`config.mk`:
```
export PLATFORM = sky130hd
export DESIGN_NAME = thread_fetch_flat
export DESIGN_NICKNAME = d
export VERILOG_FILES = /design/src/rtl/thread_fetch_if.sv /design/src/rtl/thread_fetch.sv /design/src/flat_wrapper.sv
export SDC_FILE = /design/constraint.sdc
export NUM_CORES = 1
export LEC_CHECK = 0
export CAP_MARGIN = 10
export CORE_AREA = 5 5 88 90
export CTS_BUF_LIST = sky130_fd_sc_hd__clkbuf_8
export DETAILED_ROUTE_END_ITERATION = 8
export DIE_AREA = 0 0 93 95
export PLACE_DENSITY = 0.86
export SYNTH_ARGS = -nofsm -noshare
export SYNTH_HDL_FRONTEND = slang
export SYNTH_SLANG_ARGS = --single-unit
export TNS_END_PERCENT = 30
```
`constraint.sdc`:
```
create_clock -name clk -period 4.7 [get_ports clk]
set_input_delay 0.94 -clock clk [delete_from_list [all_inputs] [get_ports clk]]
set_output_delay 0.94 -clock clk [all_outputs]
set_load 0.01 [all_outputs]
```
`src/rtl/thread_fetch_if.sv`:
```
// Fetch-unit bus bundle: instruction-memory port, decode output slot,
// downstream redirect and per-thread halt control.
interface thread_fetch_if #(
    parameter int DATA_W = 16
);
    logic [DATA_W-1:0] imem_addr;
    logic [DATA_W-1:0] imem_data;
    logic              out_valid;
    logic              out_ready;
    logic [DATA_W-1:0] out_ir;
    logic [DATA_W-1:0] out_pc;
    logic              out_thread;
    logic [3:0]        out_pre;
    logic              out_preit;
    logic              redirect_valid;
    logic              redirect_thread;
    logic [DATA_W-1:0] redirect_pc;
    logic [1:0]        halt_req;
    logic              halt;

    modport master (
        output imem_addr,
        input  imem_data,
        output out_valid,
        input  out_ready,
        output out_ir,
        output out_pc,
        output out_thread,
        output out_pre,
        output out_preit,
        input  redirect_valid,
        input  redirect_thread,
        input  redirect_pc,
        input  halt_req,
        output halt
    );

    modport slave (
        input  imem_addr,
        output imem_data,
        input  out_valid,
        output out_ready,
        input  out_ir,
        input  out_pc,
        input  out_thread,
        input  out_pre,
        input  out_preit,
        output redirect_valid,
        output redirect_thread,
        output redirect_pc,
        output halt_req,
        input  halt
    );
endinterface

```
`src/rtl/thread_fetch.sv`:
```
// Two-thread round-robin instruction fetch with a single output slot.
// Optional prefix-word fusion is enabled by defining PREFIX_FUSE_EN.
module thread_fetch #(
    parameter int DATA_W = 16
) (
    input  logic           clk,
    input  logic           reset,
    thread_fetch_if.master bus
);

    function automatic logic [DATA_W-1:0] pc_inc(input logic [DATA_W-1:0] pc);
        return pc + 1'b1;
    endfunction

    logic [DATA_W-1:0] pc_q [2];
    logic [1:0]        halted_q;
    logic              rr_q;

    logic              vld_p1;
    logic [DATA_W-1:0] ir_p1;
    logic [DATA_W-1:0] pc_p1;
    logic              thr_p1;
    logic              halt_p1;

    logic [1:0] elig;
    logic [1:0] halted_nxt;
    logic       sel;
    logic       discard;
    logic       slot_free;
    logic       issue;
    logic       emit;
    logic       redir_ok;
    logic       is_pre;

    // A thread being redirected this cycle may not fetch from its stale PC.
    always_comb begin
        elig[0]    = !halted_q[0] && !(bus.redirect_valid && !bus.redirect_thread);
        elig[1]    = !halted_q[1] && !(bus.redirect_valid &&  bus.redirect_thread);
        sel        = elig[rr_q] ? rr_q : ~rr_q;
        discard    = bus.redirect_valid && vld_p1 && (thr_p1 == bus.redirect_thread);
        slot_free  = !vld_p1 || bus.out_ready || discard;
        issue      = elig[sel] && slot_free;
        emit       = issue && !is_pre;
        halted_nxt = halted_q | bus.halt_req;
        redir_ok   = bus.redirect_valid && !halted_nxt[bus.redirect_thread];
    end

    assign bus.imem_addr  = pc_q[sel];
    assign bus.out_valid  = vld_p1;
    assign bus.out_ir     = ir_p1;
    assign bus.out_pc     = pc_p1;
    assign bus.out_thread = thr_p1;
    assign bus.halt       = halt_p1;

    // ---- p0 -> p1: fetch address stage into output slot ----
    always_ff @(posedge clk) begin
        if (!reset) begin
            pc_q[0]  <= '0;
            pc_q[1]  <= '0;
            halted_q <= 2'b00;
            rr_q     <= 1'b0;
            vld_p1   <= 1'b0;
            ir_p1    <= '0;
            pc_p1    <= '0;
            thr_p1   <= 1'b0;
            halt_p1  <= 1'b0;
        end else begin
            halted_q <= halted_nxt;
            halt_p1  <= &halted_nxt;
            if (issue) begin
                pc_q[sel] <= pc_inc(pc_q[sel]);
                rr_q      <= ~sel;
            end
            // Never collides with the issue update: a redirected thread is ineligible.
            if (redir_ok)
                pc_q[bus.redirect_thread] <= bus.redirect_pc;
            if (emit) begin
                vld_p1 <= 1'b1;
                ir_p1  <= bus.imem_data;
                pc_p1  <= pc_q[sel];
                thr_p1 <= sel;
            end else if (discard || (vld_p1 && bus.out_ready)) begin
                vld_p1 <= 1'b0;
            end
        end
    end

`ifdef PREFIX_FUSE_EN
    logic [3:0] pre_q [2];
    logic [1:0] preit_q;
    logic [3:0] pre_p1;
    logic       preit_p1;

    assign is_pre        = (bus.imem_data[DATA_W-1 -: 4] == 4'hF);
    assign bus.out_pre   = pre_p1;
    assign bus.out_preit = preit_p1;

    // Prefix words are absorbed here and attached to the thread's next emitted word.
    always_ff @(posedge clk) begin
        if (!reset) begin
            pre_q[0] <= 4'h0;
            pre_q[1] <= 4'h0;
            preit_q  <= 2'b00;
            pre_p1   <= 4'h0;
            preit_p1 <= 1'b0;
        end else begin
            if (issue && is_pre) begin
                pre_q[sel]   <= bus.imem_data[3:0];
                preit_q[sel] <= 1'b1;
            end else if (emit) begin
                pre_p1       <= preit_q[sel] ? pre_q[sel] : 4'h0;
                preit_p1     <= preit_q[sel];
                preit_q[sel] <= 1'b0;
            end
            if (bus.redirect_valid)
                preit_q[bus.redirect_thread] <= 1'b0;
        end
    end
`else
    assign is_pre        = 1'b0;
    assign bus.out_pre   = 4'h0;
    assign bus.out_preit = 1'b0;
`endif

endmodule

```
`src/flat_wrapper.sv`:
```
// flat-port wrapper written by rule: the top's interface ports become plain ports
module thread_fetch_flat 
#(
    parameter int DATA_W = 16
)
  (clk, reset, bus_imem_addr, bus_imem_data, bus_out_valid, bus_out_ready, bus_out_ir, bus_out_pc, bus_out_thread, bus_out_pre, bus_out_preit, bus_redirect_valid, bus_redirect_thread, bus_redirect_pc, bus_halt_req, bus_halt);
  thread_fetch_if #(.DATA_W(DATA_W)) bus_i ();
  input  logic clk;
  input  logic reset;
  output wire logic [$bits(bus_i.imem_addr)-1:0] bus_imem_addr;
  input wire logic [$bits(bus_i.imem_data)-1:0] bus_imem_data;
  output wire logic [$bits(bus_i.out_valid)-1:0] bus_out_valid;
  input wire logic [$bits(bus_i.out_ready)-1:0] bus_out_ready;
  output wire logic [$bits(bus_i.out_ir)-1:0] bus_out_ir;
  output wire logic [$bits(bus_i.out_pc)-1:0] bus_out_pc;
  output wire logic [$bits(bus_i.out_thread)-1:0] bus_out_thread;
  output wire logic [$bits(bus_i.out_pre)-1:0] bus_out_pre;
  output wire logic [$bits(bus_i.out_preit)-1:0] bus_out_preit;
  input wire logic [$bits(bus_i.redirect_valid)-1:0] bus_redirect_valid;
  input wire logic [$bits(bus_i.redirect_thread)-1:0] bus_redirect_thread;
  input wire logic [$bits(bus_i.redirect_pc)-1:0] bus_redirect_pc;
  input wire logic [$bits(bus_i.halt_req)-1:0] bus_halt_req;
  output wire logic [$bits(bus_i.halt)-1:0] bus_halt;
  assign bus_imem_addr = bus_i.imem_addr;
  assign bus_i.imem_data = bus_imem_data;
  assign bus_out_valid = bus_i.out_valid;
  assign bus_i.out_ready = bus_out_ready;
  assign bus_out_ir = bus_i.out_ir;
  assign bus_out_pc = bus_i.out_pc;
  assign bus_out_thread = bus_i.out_thread;
  assign bus_out_pre = bus_i.out_pre;
  assign bus_out_preit = bus_i.out_preit;
  assign bus_i.redirect_valid = bus_redirect_valid;
  assign bus_i.redirect_thread = bus_redirect_thread;
  assign bus_i.redirect_pc = bus_redirect_pc;
  assign bus_i.halt_req = bus_halt_req;
  assign bus_halt = bus_i.halt;
  thread_fetch #(.DATA_W(DATA_W)) u_core (.clk(clk), .reset(reset), .bus(bus_i));
endmodule
```
Word-level counts from Yosys, hierarchy flattened
Memory sizes are Yosys's and may differ from the RTL's.
Cells that the tools add are included.
Widths: inputs -> output; s select.
{"block": "op_classes", "order_cmp": 3, "n_bitwise": 3, "n_reduce_logical": 23, "mux": 22, "addsub": 1, "n_eq_ne": 1}
{"op": "$mux 16", "count": 2}
{"op": "$reduce_or 16->1", "count": 2}
{"op": "$mux 1", "count": 20}
{"op": "$add 16x1->16 const B", "count": 1}
{"op": "$logic_and 1x1->1", "count": 9}
{"op": "$logic_not 1->1", "count": 7}
{"op": "$lt 1x2->1 const B", "count": 3}
{"op": "$logic_or 1x1->1", "count": 3}
{"op": "$not 1->1", "count": 2}
{"op": "$or 2x2->2", "count": 1}
{"op": "$reduce_and 2->1", "count": 1}
{"op": "$reduce_bool 2->1", "count": 1}
{"op": "$eq 1x1->1", "count": 1}
{"block": "totals", "elab_cells": 61, "ramBits": 32, "mem_count": 1, "register_bits": 38, "inputBits": 39, "output_inout_bits": 56}
{"memory": "u_core.pc_q", "words": 2, "width": 16, "read_ports": 1, "rd_clocked_by_memory_dff": 0, "write_ports": 2, "line_no": "thread_fetch.sv:15", "rtl": "logic [DATA_W-1:0] pc_q [2];"}

Longest topological paths before layout
Gate-level depths: netlist of run 1.
{"block": "logic_depth", "depth_word": 15, "ltp_mapped": 12, "mapped_depth_nobuf": 11}

Worst setup path before layout of run 1
Ideal clock, no wire load.
{"block": "synth_timing", "kind": "in2reg", "start": "in bus_redirect_thread", "end": "mem u_core.pc_q[1][12] (data pin)", "slack_ns": 1.381, "path_stages": 12, "arrival_ns": 3.063, "n_path_buf": 1, "setup_time_ns": 0.256, "required_time_ns": 4.444, "path_cell_list": "and2b_2 a2bb2oi_4 buf_6 mux2i_1 inv_1 ha_1 nand3_1 nor3_1 mux2i_1 nor2_1 xnor2_1 a22o_1"}
{"element": "start, declared", "line_no": "flat_wrapper.sv:20", "rtl": "input wire logic [$bits(bus_i.redirect_thread)-1:0] bus_redirect_thread;"}
{"element": "end, declared", "line_no": "thread_fetch.sv:15"}

Worst setup path in the final report of run 1
{"block": "layout_timing", "start": "in bus_redirect_thread", "end": "out bus_imem_addr[10]"}
{"block": "layout_between", "elab_chain_cells": 8, "elab_cells_between_ends": 11, "cone_classes": "mux (3); reduce/logical (7); memory (1)"}
{"element": "$logic_not 1->1", "line_no": "thread_fetch.sv:37", "rtl": "elig[0] = !halted_q[0] && !(bus.redirect_valid && !bus.redirect_thread);"}
{"element": "$logic_and 1x1->1", "line_no": "thread_fetch.sv:37"}
{"element": "$logic_not 1->1", "line_no": "thread_fetch.sv:37"}
{"element": "$logic_and 1x1->1", "line_no": "thread_fetch.sv:37"}
{"element": "$mux 1 (not written as such) (*) (2 in series)", "line_no": "thread_fetch.sv:39", "rtl": "sel = elig[rr_q] ? rr_q : ~rr_q;"}
{"element": "$mux 1 (*)", "line_no": "thread_fetch.sv:39"}
{"element": "$mem_v2 2x16 (*)"}
{"element": "end, declared", "line_no": "flat_wrapper.sv:10", "rtl": "output wire logic [$bits(bus_i.imem_addr)-1:0] bus_imem_addr;"}
Mark *: on every way between the ends. The rest lies on a longest branch, timed or not. The select of a mux whose other input is x is not followed.

==> results of run 1 <==
-- layout by cell type (no fill, tap or decap), drive strengths merged, types with 14 or more instances in the layout --
cell           synthesis  final
inv                   14     17
a22o                  20     20
o21ai                 15     15
clkdlybuf4s50          0     89
nor2                  16     16
a21boi                16     16
mux2i                 19     19
nand2                 76     76
dfxtp                 38     38
o211a                 14     14
edfxtp                32     32
-- worst register-to-register path, cell delays in order (launching register included) --
cell and delay, ns:
dfxtp_1 0.47, or2_4 0.21, a2bb2oi_4 0.60, mux2i_1 0.32, inv_1 0.12, ha_1 0.29, nand3_1 0.14, nor3_1 0.06
mux2i_1 0.24, nor2_1 0.09, xnor2_1 0.15, a22o_1 0.21
-- worst max-delay path by stage --
stage | to | slack, ns | cells after the start
after floorplan | u_core.pc_q[1][12] | 1.38 | 12
after global placement | bus_imem_addr[7] | 0.44 | 7
after detailed placement | bus_imem_addr[10] | 0.30 | 6
after CTS | bus_imem_addr[10] | 0.30 | 6
after global routing | bus_imem_addr[5] | 0.15 | 6
final | bus_imem_addr[10] | 0.27 | 6
-- layout make-up --
type | count | area (um2)
inverters | 14 | 52.6
multi-input cells | 256 | 1670
repair buffers | 99 | 966
flip-flops and latches | 70 | 1720
clock inverters | 7 | 71.3
clock buffers | 9 | 124
well taps | 82 | 103
fillers | 527 | 2280
-- through the flow --
step                cells  instance area (um2)  power, mW  util (%)
floorplan             367                 3590       1.05         -
global route          537                 4700       1.85      67.4
global placement      521                 4510       1.28      64.6
CTS                   537                 4700       1.77      67.4
finish                537                 4700       1.77      67.4
detailed placement    521                 4510       1.29      64.6
-- registers in the layout, summed over array words and instances (netlist names) --
signal and cells:
u_core.bus.out_thread 1, u_core.bus.out_ir 16, u_core.rr_q 1, u_core.bus.out_valid 1, u_core.pc_q 32, u_core.bus.out_pc 16, u_core.halted_q 2, u_core.bus.halt 1
-- where the power goes --
part	internal (mW)	leakage [nW]	switching, mW
Clock	0.247	0.102	0.238
Combinational	0.245	1.22	0.262
Sequential	0.722	0.657	0.0571
-- metal layers --
layer	up-vias	part of all wire, %	global-route usage [%]
met5	-	0	0
met4	0	2.5	10.3
met3	23	10	6.77
met2	180	47	36.5
met1	1444	41	29.3
li1	1442	-	-
-- cells in the mapped netlist, types with 4 or more instances --
library cell  count
a21boi_0         16
a21oi_1           4
a22o_1           20
buf_2             7
buf_4             5
clkbuf_1         11
dfxtp_1          38
edfxtp_1         32
inv_1            14
mux2i_1          19
nand2_1          76
nand3_1          12
nand4_1           4
nor2_1           16
nor2b_1           4
nor3_1            6
o211a_1          14
o21ai_0          13
xnor2_1          12
-- logic make-up (layout without fill, tap and decap cells) --
logic type,count (synthesis),in the layout,share of synthesized area [%]
buffers and inverters,41,129,5.94
adders and majority gates,1,1,0.350
AOI/OAI and AO/OA,81,81,18.7
xor gates and xnor gates,13,13,3.18
DFF,70,70,48.1
and+or+nand+nor,134,134,17.4
muxes,22,22,6.26
other,1,5,0.105
==> results by group, run 1 <==
Run status
  – Outcome: finished clean

Clock network
  – Hold Buf Count CTS: 0
  – CTS max path bufs: 2
  – Insertion delay to the later sink of the worst-skew pair: 0.35 ns
  – Clock slew at reported path FFs: 0.08 ns
  – Clk sinks: 70
  – CTS Buf Count: 9
  – CTS resizes: 0
  – H-tree Lvls: 3
  – CTS tree: yes
  – Root buf cell: clkbuf_8
  – # Post-CTS Setup Buffers: 0

Setup path
  – CP Class: in -> out
  – Top delay family on crit path: buffers and inverters
  – CP Capture Type: output port
  – Slowest cell on the critical path: a2bb2oi_4
  – Critical Path, Cell by Cell: clkdlybuf4s50_1, and2b_2, a2bb2oi_4, mux2i_1, inv_1, clkdlybuf4s50_1
  – CP Launch Type: input pin
  – Critical R2R Launch: u_core.rr_q
  – CP max FO: 23
  – Crit path DAT: 3.49 ns
  – Buf+Inv Stages, Crit Path: 3
  – Reg2reg setup slack: 1.58 ns
  – RR Endpoint: u_core.pc_q[0][12]
  – Cell count of the worst reg-to-reg path: 11
  – Setup crit start: bus_redirect_thread
  – CP dominant cell by count: clkdlybuf4s50_1
  – Critical path data required time: 3.76 ns
  – Critical Path Max Stage Delay: 0.61 ns

Detailed routing
  – Final wirelength: 9860 um
  – DRC viols: 0
  – DR iter-0 viols: 384
  – Post-DRT Antenna Nets: 0
  – Via/cell ratio: 5.75
  – Routed vias: 3,089
  – DRT Pass-1 Iters: 5
  – DR WL/cell: 18.4 um

STA
  – Final Hold Viols: 0
  – Clk_skew: 0.0160 ns
  – Fin Hold WS: 0.464 ns
  – Unrepaired setup endpoints after global routing: false
  – Final min period: 4.43 ns
  – Slew HR: 47.4%
  – Sum Neg Setup Slack: 0 ns
  – Setup Viol. Count Final: 0
  – Final worst slack: 0.267 ns
  – Max Freq: 0.226 GHz
  – Max-slew violation count: 0
  – Final critical-path share of the clock period: 94.3%
  – Worst Tran Pin Value: 0.788 ns

Placement
  – IO buf count: 89
  – Worst slack, placed: 0.300 ns
  – Routability cong.: 0.887
  – HPWL after DPL: 7220 um

Synth
  – Seq/Total Area, Yosys: 48.1%
  – Predominant post-synthesis flop cell: dfxtp_1
  – EDFF count, synth: 32
  – Ys Warns: 0
  – Seq cells post-synth: 70
  – Synthesized cell area: 3580 um2
  – Largest area contributor in the netlist: edfxtp_1
  – Post-synthesis cell count: 363
  – Post-synth cell types: 47
  – Area share of the largest cell type after synthesis: 26.9%
  – Synth top area cells: edfxtp_1 (27%), dfxtp_1 (21%), nand2_1 (8.0%)
  – Post-synthesis async set-or-reset flop share: 0%
  – Post-Syn Area per Cell: 9.86 um2

GRT
  – Total global-route track usage: 23.0%
  – Initial antenna violation count: 0
  – Total grt overflow: 0
  – First-pass GRT wire length: 15,800 um
  – Vias in the first global route: 3,129
  – Pin count of the biggest net entering global routing: 51

Floorplanning
  – Die ar.: 8840 um2
  – Initial Util: 51.3%
  – Row cnt: 31
  – Die H: 95 um
  – Core Box Area: 6980 um2
  – IO Pins: 95
  – Die extent in x: 93 um

Worst hold path
  – HP Start: u_core.bus.out_ir[7]
  – Worst Hold Class: reg -> reg
  – End of the worst hold path: u_core.bus.out_ir[7]
  – Worst hold stages: 2

Layout
  – Antenna cells: 0
  – Nets: 490
  – Share of cells above drive strength 1: 9.01%
  – P&R area growth vs syn: 31.5%

Power and ir drop
  – Static Leakage: 1.98 nW
  – Pwr dens: 376 nW/um2
  – Maximum vdd drop: 0.000262 V

Run
  – Max cap viols: 0
No activity file was read; power rests on OpenSTA's default activity.
==> run 2: changes to the inputs <==
- CELL_PAD_IN_SITES_DETAIL_PLACEMENT: default -> 1
- CELL_PAD_IN_SITES_GLOBAL_PLACEMENT: default -> 2
- CORE_AREA: 5 5 88 90 -> 5 5 111 113
- DIE_AREA: 0 0 93 95 -> 0 0 116 118
- PLACE_DENSITY: 0.86 -> default
- PLACE_DENSITY_LB_ADDON: default -> 0.1
==> run 2 against run 1 <==
  * First-iteration DRC count shrank 65%
  * Clock-buffer cell count is 1 higher
  * Total power up 7.0%
  * Highest routed layer unchanged
  * Hold slack gained 0.00094 ns
  * Setup slack better by 0.30 ns
  * Via count is 2.7% lower
  * Largest power group unchanged
  * Combinational power increased by 3%
==> results by group, run 2 (synthesized netlist as in run 1, its figures left out) <==
Run status
  – Outcome: finished clean

Detailed routing
  – DR iter-0 viols: 135
  – Post-DRT Antenna Nets: 0
  – DRC viols: 0
  – Final wirelength: 11,200 um
  – Routed vias: 3,005
  – DR WL/cell: 18.5 um
  – DRT Pass-1 Iters: 4
  – Via/cell ratio: 4.98

Layout
  – P&R area growth vs syn: 36.3%
  – FF/Latch Area: 1720 um2
  – Reg with most FFs: u_core.pc_q
  – # fillers: 1,301
  – Most common cell after layout, fill and taps aside: clkdlybuf4s50_1
  – Core Util, Final: 43.4%
  – Design Area, Final: 4880 um2
  – Multi-input logic area: 1670 um2
  – Nets: 495
  – Share of cells above drive strength 1: 9.78%
  – Max reg flops: 32
  – Most frequent cells in the layout: clkdlybuf4s50_1 (89), nand2_1 (76), dfxtp_1 (38), edfxtp_1 (32), a22o_1 (20)
  – Antenna cells: 0

STA
  – Setup Viol. Count Final: 0
  – Final critical-path share of the clock period: 87.9%
  – Clk_skew: 0.0119 ns
  – Slew HR: 46.8%
  – Sum Neg Setup Slack: 0 ns
  – Max Freq: 0.242 GHz
  – Unrepaired setup endpoints after global routing: false
  – Worst Tran Pin Value: 0.797 ns
  – Final Hold Viols: 0
  – Max-slew violation count: 0
  – Final min period: 4.13 ns
  – Final worst slack: 0.569 ns

Floorplanning
  – Initial Util: 31.9%
  – Core Box Area: 11,200 um2
  – Die extent in x: 116 um
  – Die ar.: 13,700 um2
  – Die H: 118 um
  – IO Pins: 95
  – Row cnt: 39

GRT
  – Initial antenna violation count: 0
  – Total global-route track usage: 17.0%
  – First-pass GRT wire length: 17,800 um
  – Pin count of the biggest net entering global routing: 51
  – Vias in the first global route: 3,208
  – Total grt overflow: 0

Clock network
  – # Post-CTS Setup Buffers: 0
  – CTS Buf Count: 9
  – CTS resizes: 0
  – Hold Buf Count CTS: 0
  – H-tree Lvls: 3
  – Root buf cell: clkbuf_8
  – Clock slew at reported path FFs: 0.08 ns
  – CTS max path bufs: 2
  – Clk sinks: 70
  – CTS tree: yes
  – Insertion delay to the later sink of the worst-skew pair: 0.36 ns

Placement
  – IO buf count: 89
  – Routability cong.: 0.801
  – Worst slack, placed: 0.550 ns
  – Placed inst area: 4640 um2
  – HPWL after DPL: 8150 um

Power and ir drop
  – Seq pwr share: 41.1%
  – Maximum vdd drop: 0.000225 V
  – Static Leakage: 2.04 nW
  – Clock network power share: 31.4%
  – Net Sw Frac: 29.4%
  – Logic pwr share: 27.5%
  – Internal Power: 1.34 mW
  – Pwr dens: 389 nW/um2
  – Sw Pwr: 0.557 mW

Setup path
  – CP Capture Type: output port
  – CP max FO: 28
  – Critical path data required time: 3.76 ns
  – Crit path DAT: 3.19 ns
  – CP Class: in -> out
  – CP Launch Type: input pin

Run
  – Max cap viols: 0

Worst hold path
  – Worst Hold Class: reg -> reg
run 2: changes by cell type in the layout (fill, tap and decap cells not counted), sizes merged:
cell,before,now
clkinv,3,1
inv,17,16
clkbuf,9,10
bufinv,1,3
buf,10,15
run 2: metrics by stage:
step | std cells | total power, mW | hold slack, ns
after global placement | 587 | 1.31 | 0.450
final | 603 | 1.90 | 0.465
after global routing | 603 | 2.00 | 0.488
after CTS | 603 | 1.92 | 0.468
after floorplan | 367 | 1.05 | 0.488
after detailed placement | 587 | 1.32 | 0.457
run 2: area by class of cell:
type	instances	share of cell area (%)
inverter	14	1.08
clock inverter	6	2.10
multi-input combinational	256	34.2
timing repair buffer	104	20.8
clock buffer	10	2.82
tap	143	3.67
sequential	70	35.3
run 2: final timing paths:
check	slack, ns	to	start	cells past startpoint
worst max register to register	1.82	u_core.pc_q[1][12]	u_core.rr_q	12
worst min-delay path	0.46	u_core.bus.out_ir[9]	u_core.bus.out_ir[9]	2
worst min register to register	0.46	u_core.bus.out_ir[9]	u_core.bus.out_ir[9]	2
worst max-delay path	0.57	bus_imem_addr[10]	bus_redirect_thread	7
run 2: critical path: stages:
cell,delay (ns)
clkdlybuf4s50_1,0.46
and2b_2,0.34
a2bb2oi_4,0.18
buf_12,0.22
mux2i_1,0.46
inv_1,0.09
clkdlybuf4s50_1,0.49
run 2: metal layers:
metal  global-route usage, %  wire [um]
met5                       0          0
met4                    4.71        156
met3                    5.60        746
met2                    24.9       4850
met1                    23.8       5420
run 2: power by group through the flow:
stage	clock (mW)	combinational (mW)	sequential (mW)
2_1_floorplan	0	0.263	0.791
3_3_place_gp	0	0.521	0.793
3_5_place_dp	0	0.527	0.792
4_1_cts	0.611	0.530	0.780
5_1_grt	0.639	0.568	0.790
6_report	0.595	0.521	0.780
==> run 3: changes to the inputs <==
- CORE_AREA: 5 5 111 113 -> 5 5 98 100
- DIE_AREA: 0 0 116 118 -> 0 0 103 105
- DONT_BUFFER_PORTS: default -> 1
==> run 3 against run 2 <==
  * Critical path depth is 2 lower
  * Clock skew is 0.0021 ns lower
  * Wire length is 9.2% lower
  * Largest cell class unchanged
  * Flip-flop and latch count stayed put
  * Setup slack better by 0.69 ns
==> results by group, run 3 (synthesized netlist as in run 1, its figures left out) <==
Run status
  – Outcome: finished clean

Setup path
  – Critical path data required time: 3.76 ns
  – Crit path DAT: 2.50 ns
  – CP Class: in -> out
  – CP Capture Type: output port
  – CP max FO: 21
  – CP Launch Type: input pin

Detailed routing
  – DRC viols: 0
  – Post-DRT Antenna Nets: 0
  – DR iter-0 viols: 127
  – DRT Pass-1 Iters: 4
  – DR WL/cell: 21.5 um
  – Via/cell ratio: 5.65
  – Final wirelength: 10,100 um
  – Routed vias: 2,660

Placement
  – Worst slack, placed: 1.16 ns
  – IO buf count: 0
  – Routability cong.: 0.834
  – HPWL after DPL: 7300 um

Floorplanning
  – Die H: 105 um
  – Row cnt: 34
  – Core Box Area: 8590 um2
  – Initial Util: 41.6%
  – Die ar.: 10,800 um2
  – IO Pins: 95
  – Die extent in x: 103 um

STA
  – Max-slew violation count: 0
  – Unrepaired setup endpoints after global routing: false
  – Sum Neg Setup Slack: 0 ns
  – Final critical-path share of the clock period: 73.3%
  – Final Hold Viols: 0
  – Worst Tran Pin Value: 0.768 ns
  – Fin Hold WS: 0.509 ns
  – Clk_skew: 0.00983 ns
  – Max Freq: 0.290 GHz
  – Slew HR: 48.8%
  – Final worst slack: 1.26 ns
  – Setup Viol. Count Final: 0
  – Final min period: 3.44 ns

Power and ir drop
  – Total power: 1.62 mW
  – Static Leakage: 1.63 nW
  – Pwr dens: 422 nW/um2
  – Maximum vdd drop: 0.000187 V

Layout
  – Antenna cells: 0
  – Nets: 398
  – Core Util, Final: 44.5%
  – Most common cell after layout, fill and taps aside: nand2_1
  – P&R area growth vs syn: 6.89%
  – Most frequent cells in the layout: nand2_1 (76), dfxtp_1 (38), edfxtp_1 (32), a22o_1 (20), mux2i_1 (19)
  – Share of cells above drive strength 1: 10.5%
  – Max reg flops: 32
  – Reg with most FFs: u_core.pc_q

Clock network
  – CTS max path bufs: 2
  – Hold Buf Count CTS: 0
  – CTS tree: yes
  – Root buf cell: clkbuf_8
  – CTS Buf Count: 9
  – CTS resizes: 0
  – Clock slew at reported path FFs: 0.08 ns
  – Clk sinks: 70
  – H-tree Lvls: 3
  – Insertion delay to the later sink of the worst-skew pair: 0.35 ns
  – # Post-CTS Setup Buffers: 0

Worst hold path
  – Worst Hold Class: reg -> reg

GRT
  – Initial antenna violation count: 0
  – Vias in the first global route: 2,818
  – Routing usage on met3: 8.46%
  – Pin count of the biggest net entering global routing: 51
  – Met1 Use GR: 25.3%
  – First-pass GRT wire length: 15,700 um
  – Total global-route track usage: 19.2%
  – Total grt overflow: 0
  – GR Util met2: 28.7%
  – Most Crowded Layer GR: met2

Run
  – Max cap viols: 0
-- run 3: final cells by class --
cell class,count,area [um2]
Clock buffer,9,124
Clock inverter,7,72.6
Fill cell,996,4770
Inverter,14,52.6
Multi-Input combinational cell,256,1670
Sequential cell,70,1720
Tap cell,108,135
Timing Repair Buffer,7,52.6
-- run 3: stage by stage --
step | std cells | instance area [um2]
2_1_floorplan | 367 | 3590
3_3_place_gp | 455 | 3630
3_5_place_dp | 455 | 3630
4_1_cts | 471 | 3820
5_1_grt | 471 | 3820
6_report | 471 | 3820
-- run 3: worst max-delay path, stage by stage --
cell,delay [ns]
and2b_2,0.28
a2bb2oi_4,0.27
buf_4,0.36
mux2i_1,0.48
inv_1,0.16
-- run 3: worst paths after layout --
check / start / to / slack, ns / depth (start not counted)
worst max-delay path: bus_redirect_thread / bus_imem_addr[6] / 1.26 / 5
worst max register to register: u_core.rr_q / u_core.pc_q[0][12] / 1.71 / 11
worst min-delay path: u_core.bus.out_ir[4] / u_core.bus.out_ir[4] / 0.51 / 2
worst min register to register: u_core.bus.out_ir[4] / u_core.bus.out_ir[4] / 0.51 / 2
-- run 3: where the power goes --
group	internal, mW	switching (mW)
registers	0.722	0.0793
clock network	0.247	0.245
logic	0.113	0.210
-- run 3: routing by layer --
metal	vias to the layer above	wire length, um	share of wire [%]
li1	1260	-	-
met1	1298	4480	44
met2	90	4640	46
met3	12	927	9.1
met4	0	101	1.0
met5	-	0	0
